===== src/rtl/core_pkg.sv =====
// Shared core definitions: data width, register address width, load funct3 codes,
// the writeback queue entry type and the load extension helper.
package core_pkg;

  localparam int unsigned XLEN   = 32;
  localparam int unsigned REG_AW = 5;

  localparam logic [2:0] F3_LB  = 3'b000;
  localparam logic [2:0] F3_LH  = 3'b001;
  localparam logic [2:0] F3_LW  = 3'b010;
  localparam logic [2:0] F3_LBU = 3'b100;
  localparam logic [2:0] F3_LHU = 3'b101;

  typedef struct packed {
    logic [REG_AW-1:0] rd;
    logic [XLEN-1:0]   data;
    logic [2:0]        funct3;
  } wb_entry_t;

  // Unknown load types pass the raw data through untouched.
  function automatic logic [XLEN-1:0] load_extend(input logic [2:0] funct3,
                                                  input logic [XLEN-1:0] data);
    logic [XLEN-1:0] res;
    res = data;
    case (funct3)
      F3_LB:   res = {{(XLEN-8){data[7]}}, data[7:0]};
      F3_LH:   res = {{(XLEN-16){data[15]}}, data[15:0]};
      F3_LW:   res = data;
      F3_LBU:  res = {{(XLEN-8){1'b0}}, data[7:0]};
      F3_LHU:  res = {{(XLEN-16){1'b0}}, data[15:0]};
      default: res = data;
    endcase
    return res;
  endfunction

endpackage


===== src/rtl/core_wb_fifo.sv =====
// Synchronous FIFO of writeback entries holding queued load responses (raw data + funct3).
module core_wb_fifo
  import core_pkg::*;
#(
  parameter int unsigned DEPTH = 4,
  localparam int unsigned AW = $clog2(DEPTH)
) (
  input  logic      clk,
  input  logic      rst_sync,
  input  logic      push,
  input  logic      pop,
  input  wb_entry_t wdata,
  output wb_entry_t rdata,
  output logic      full,
  output logic      empty,
  output logic [AW:0] count
);

  wb_entry_t       mem [DEPTH];
  logic [AW-1:0]   wr_ptr;
  logic [AW-1:0]   rd_ptr;

  assign full  = (count == (AW+1)'(DEPTH));
  assign empty = (count == '0);
  assign rdata = mem[rd_ptr];

  // Power-of-two depth lets the pointers wrap by plain overflow.
  always_ff @(posedge clk) begin
    if (rst_sync) begin
      wr_ptr <= '0;
      rd_ptr <= '0;
      count  <= '0;
    end else begin
      if (push) wr_ptr <= wr_ptr + AW'(1);
      if (pop)  rd_ptr <= rd_ptr + AW'(1);
      case ({push, pop})
        2'b10:   count <= count + (AW+1)'(1);
        2'b01:   count <= count - (AW+1)'(1);
        default: count <= count;
      endcase
    end
  end

  always_ff @(posedge clk) begin
    if (push) mem[wr_ptr] <= wdata;
  end

  a_no_push_full: assert property (@(posedge clk) disable iff (rst_sync) push |-> !full);
  a_no_pop_empty: assert property (@(posedge clk) disable iff (rst_sync) pop |-> !empty);

endmodule


===== src/rtl/core_wb_unit.sv =====
// Writeback unit: merges ALU results with queued load responses onto the register file
// write port. `CORE_WB_SCOREBOARD_EN adds a register-busy scoreboard.
module core_wb_unit
  import core_pkg::*;
#(
  parameter int unsigned LSU_FIFO_DEPTH = 4,
  parameter int unsigned XLEN           = 32
) (
  input  logic                              clk,
  input  logic                              rst_sync,
  input  logic                              stall_n,
  input  logic                              alu_valid,
  input  logic [4:0]                        alu_rd,
  input  logic [XLEN-1:0]                   alu_data,
  input  logic                              lsu_valid,
  output logic                              lsu_ready,
  input  logic [4:0]                        lsu_rd,
  input  logic [XLEN-1:0]                   lsu_data,
  input  logic [2:0]                        lsu_funct3,
  output logic [4:0]                        reg_waddr,
  output logic [XLEN-1:0]                   reg_wdata,
  output logic                              reg_wen,
`ifdef CORE_WB_SCOREBOARD_EN
  input  logic                              sb_set_valid,
  input  logic [4:0]                        sb_set_rd,
  output logic [31:0]                       reg_busy,
`endif
  output logic [$clog2(LSU_FIFO_DEPTH):0]   lsu_pending
);

  wb_entry_t fifo_in;
  wb_entry_t fifo_head;
  logic      fifo_full;
  logic      fifo_empty;
  logic      push;
  logic      pop;
  logic      alu_sel;

  assign lsu_ready = !fifo_full && !rst_sync;
  assign push      = lsu_valid && lsu_ready && (lsu_rd != '0);
  assign alu_sel   = alu_valid && (alu_rd != '0);
  assign pop       = stall_n && !rst_sync && !alu_sel && !fifo_empty;

  assign fifo_in = '{rd: lsu_rd, data: lsu_data, funct3: lsu_funct3};

  core_wb_fifo #(
    .DEPTH (LSU_FIFO_DEPTH)
  ) u_fifo (
    .clk      (clk),
    .rst_sync (rst_sync),
    .push     (push),
    .pop      (pop),
    .wdata    (fifo_in),
    .rdata    (fifo_head),
    .full     (fifo_full),
    .empty    (fifo_empty),
    .count    (lsu_pending)
  );

  // While stalled the registered write is held so it commits once the stall releases.
  always_ff @(posedge clk) begin
    if (rst_sync) begin
      reg_wen   <= 1'b0;
      reg_waddr <= '0;
      reg_wdata <= '0;
    end else if (stall_n) begin
      if (alu_sel) begin
        reg_wen   <= 1'b1;
        reg_waddr <= alu_rd;
        reg_wdata <= alu_data;
      end else if (!fifo_empty) begin
        reg_wen   <= 1'b1;
        reg_waddr <= fifo_head.rd;
        reg_wdata <= load_extend(fifo_head.funct3, fifo_head.data);
      end else begin
        reg_wen   <= 1'b0;
      end
    end
  end

`ifdef CORE_WB_SCOREBOARD_EN
  logic [31:0] busy_set;
  logic [31:0] busy_clr;

  always_comb begin
    busy_set = '0;
    busy_clr = '0;
    if (reg_wen && stall_n)                busy_clr[reg_waddr] = 1'b1;
    if (sb_set_valid && (sb_set_rd != '0)) busy_set[sb_set_rd] = 1'b1;
  end

  // Set is applied after clear so a same-cycle set of a committing register wins.
  always_ff @(posedge clk) begin
    if (rst_sync) reg_busy <= '0;
    else          reg_busy <= ((reg_busy & ~busy_clr) | busy_set) & ~32'h1;
  end
`endif

  a_wen_rd_nonzero: assert property (@(posedge clk) disable iff (rst_sync)
                                     reg_wen |-> (reg_waddr != '0));
  a_alu_no_stall:   assert property (@(posedge clk) disable iff (rst_sync)
                                     alu_valid |-> stall_n);
  a_push_not_full:  assert property (@(posedge clk) disable iff (rst_sync)
                                     push |-> !fifo_full);

endmodule


===== config.mk =====
export PLATFORM = sky130hd
export DESIGN_NAME = core_wb_unit
export DESIGN_NICKNAME = d
export VERILOG_FILES = /design/src/rtl/core_pkg.sv /design/src/rtl/core_wb_fifo.sv /design/src/rtl/core_wb_unit.sv
export SDC_FILE = /design/constraint.sdc
export NUM_CORES = 1
export LEC_CHECK = 0
export BUFFER_PORTS_ARGS = -buffer_cell sky130_fd_sc_hd__buf_2
export CAP_MARGIN = 0
export CORE_MARGIN = 4
export CORE_UTILIZATION = 50
export CTS_BUF_LIST = sky130_fd_sc_hd__clkbuf_4
export DETAILED_ROUTE_END_ITERATION = 8
export PLACE_DENSITY = 0.72
export SETUP_SLACK_MARGIN = 0.4
export SYNTH_ARGS = -nofsm -noshare
export SYNTH_HDL_FRONTEND = slang
export SYNTH_SLANG_ARGS = --single-unit

===== constraint.sdc =====
create_clock -name clk -period 3.75 [get_ports clk]
set_input_delay 0.5625 -clock clk [delete_from_list [all_inputs] [get_ports clk]]
set_output_delay 0.5625 -clock clk [all_outputs]
set_load 0.005 [all_outputs]

==> out/qor.txt <==
Status - finished clean
Core area - 15,890 sq um
CP Max Fanout - 16
IO buf count - 123
Power density cells - 509.6 nW/um^2
CTS tree - done
RSZ-0062 raised after global routing - false
GRT Overall Usage - 19.66%
Inserted Clock Buffers - 51
Post-Place Setup Slack - 0.7360 ns
Final Critical Period - 2.723 ns
Post-route cell area - 9659 sq um
Worst slew pin tran - 1.086 ns
Share of layout cells above drive strength 1 - 39.45%
GRT Residual Overflow - 0
Relative slew slack - 27.10%
Cts repair resizes - 0
DP Cell Count - 810
Sequential area share after synthesis - 70.97%
# DRC - 0
Crit start category - register
Cell count after synthesis - 490
Synthesized cell area - 8095 sq um
Peak per-stage delay on the critical path - 0.83 ns
Clock root cell - clkbuf_4
Die height - 135.2 um
I/O pin count - 124
Syn avg cell area - 16.52 sq um
Area after DPL - 8976 sq um
Primary FF master, synth - edfxtp_1
Worst hold-check path type - in -> reg
Max-Cap Viols - 0
Final Non-Filler Cells - 905
Later-pin clock latency in the skew report - 0.65 ns
DP Wirelength - 11.35 mm
Max Slew Vio Count - 0
Starting DRT DRC Count - 451
Layout area overhead - 19.32%
Syn Nets - 578
Post-CTS Setup Bufs - 0
DR vias - 5,016
Global-route wire length before repair - 27.61 mm
CP top delay family - compound AO/OA/AOI/OAI gates
CP endpoint kind - register
Routed Antenna Nets - 0
Vias per cell - 5.543
Worst EP required - 4.20 ns
Setup Skew - 0.04775 ns
Clock Path Buffers - 3
Power Total - 4.923 mW
Largest net degree at the start of global routing - 49
Die Width - 135.2 um
Row Count - 46
Library cells used by synthesis - 42
Max IR drop VDD - 191.5 uV
EDFF count, synth - 160
Final hold vios - 0
Vias in the first global route - 5,284
Maximum clock frequency - 367.2 MHz
Initial Util - 50.96%
LEAKAGE - 3.468 nW
GP Congestion - 0.7963
Post-synth ARST share - 0%
CTS H-tree depth - 2
Clk sinks - 207
CTS clk-pin slew, worst paths - 0.07 ns
Layout Nets - 735
Drt total wl - 17.71 mm
DRT Pass-1 Iters - 5
Final Cycle Share - 72.61%
Critical Path AT - 3.18 ns
DIE AREA - 18,290 sq um
# hold bufs at CTS - 0
FF+latch count, synth - 207
Sum of negative setup slack - 0 ns
Crit-path cells - mux4_2 -> mux2_4 -> a211oi_4 -> a221oi_1
Drt wl/cell - 19.56 um
Bufs and invs on worst path - 0
CP max stage cell - a211oi_4
Initial antenna violation count - 2
Final setup vio count - 0
Final setup margin - 1.027 ns
CP Class - reg -> reg
Ys Warns - 0
[report_power, final]
group / internal [mW] / total (mW) / switching, mW
clock: 1.03 / 1.89 / 0.867
sequential: 2.56 / 2.60 / 0.0391
combinational: 0.188 / 0.428 / 0.240
total: 3.78 / 4.92 / 1.15
[cells by family after synthesis]
family / after synthesis / share of synthesized area, %
flops: 207 / 70.97
simple gates: 112 / 5.935
compound gates: 80 / 7.929
fa+ha+maj: 6 / 1.020
buf+inv: 42 / 2.473
mux: 41 / 11.45
xor+xnor: 2 / 0.2164
[state kept, by name, indices dropped and copies added, names as in the netlist, named ones only]
signal	cells
reg_waddr	5
reg_wdata	32
reg_wen	1
u_fifo.count	3
u_fifo.mem	160
u_fifo.rd_ptr	2
u_fifo.wr_ptr	2
[cell usage in the layout, fill, tap and decap left out, drive strengths merged, types with 10 or more instances in the layout]
cell type,Yosys,routed
inv,10,10
mux4,40,40
a221oi,24,24
edfxtp,160,160
a311oi,14,14
buf,13,136
nand2,76,76
o21ai,27,27
dfxtp,47,47
clkbuf,19,72
clkinv,0,18
nor3,15,15
[through the flow]
stage	hold slack, ns	util (%)
global placement	0.4584	56.51
finish	0.1233	60.81
CTS	0.07051	60.78
global route	0.08188	60.81
floorplan	0.4529	-
detailed placement	0.4802	56.51
[final cells by class]
| cell class | instances | area [sq um] |
|---|---|---|
| Multi-Input combinational cell | 241 | 2157 |
| Clock inverter | 21 | 137.6 |
| Sequential cell | 207 | 5748 |
| Antenna cell | 2 | 5.005 |
| Tap cell | 216 | 270.3 |
| Fill cell | 1249 | 6226 |
| Timing Repair Buffer | 136 | 763.2 |
| Inverter | 10 | 37.54 |
| Clock buffer | 72 | 540.5 |
[final timing paths]
check                            to  cells past startpoint          from  slack (ns)
setup / recovery      reg_wdata[30]                      4      register        1.03
hold / removal    u_fifo.mem[0][18]                      1  lsu_data[15]        0.12
setup reg to reg      reg_wdata[30]                      4      register        1.03
hold reg to reg             reg_wen                      2       reg_wen        0.49
[cells in the mapped netlist, drive strengths merged (2+ instances only)]
cell type	instances	share of area, %
a211oi	2	0.34
buf	13	1.1
dfxtp	47	12
nor2	6	0.28
nand2	76	3.5
and3	4	0.31
inv	10	0.46
a221oi	24	3.4
a21oi	6	0.37
xor2	2	0.22
a311oi	14	1.5
o21ai	27	1.7
edfxtp	160	59
ha	5	0.77
nor3	15	0.93
clkbuf	19	0.90
nand3	3	0.19
mux4	40	11
o31ai	2	0.19
or4	2	0.23
[per-layer routing]
| metal | up-vias | share of wire, % | GRT usage (%) |
|---|---|---|---|
| met5 | - | 0 | 0 |
| met4 | 0 | 2.0 | 7.503 |
| met2 | 186 | 52 | 32.99 |
| met3 | 33 | 6.9 | 5.089 |
| met1 | 2512 | 40 | 24.77 |
| li1 | 2285 | - | - |
Note: power is estimated with default switching activity, not from simulation.
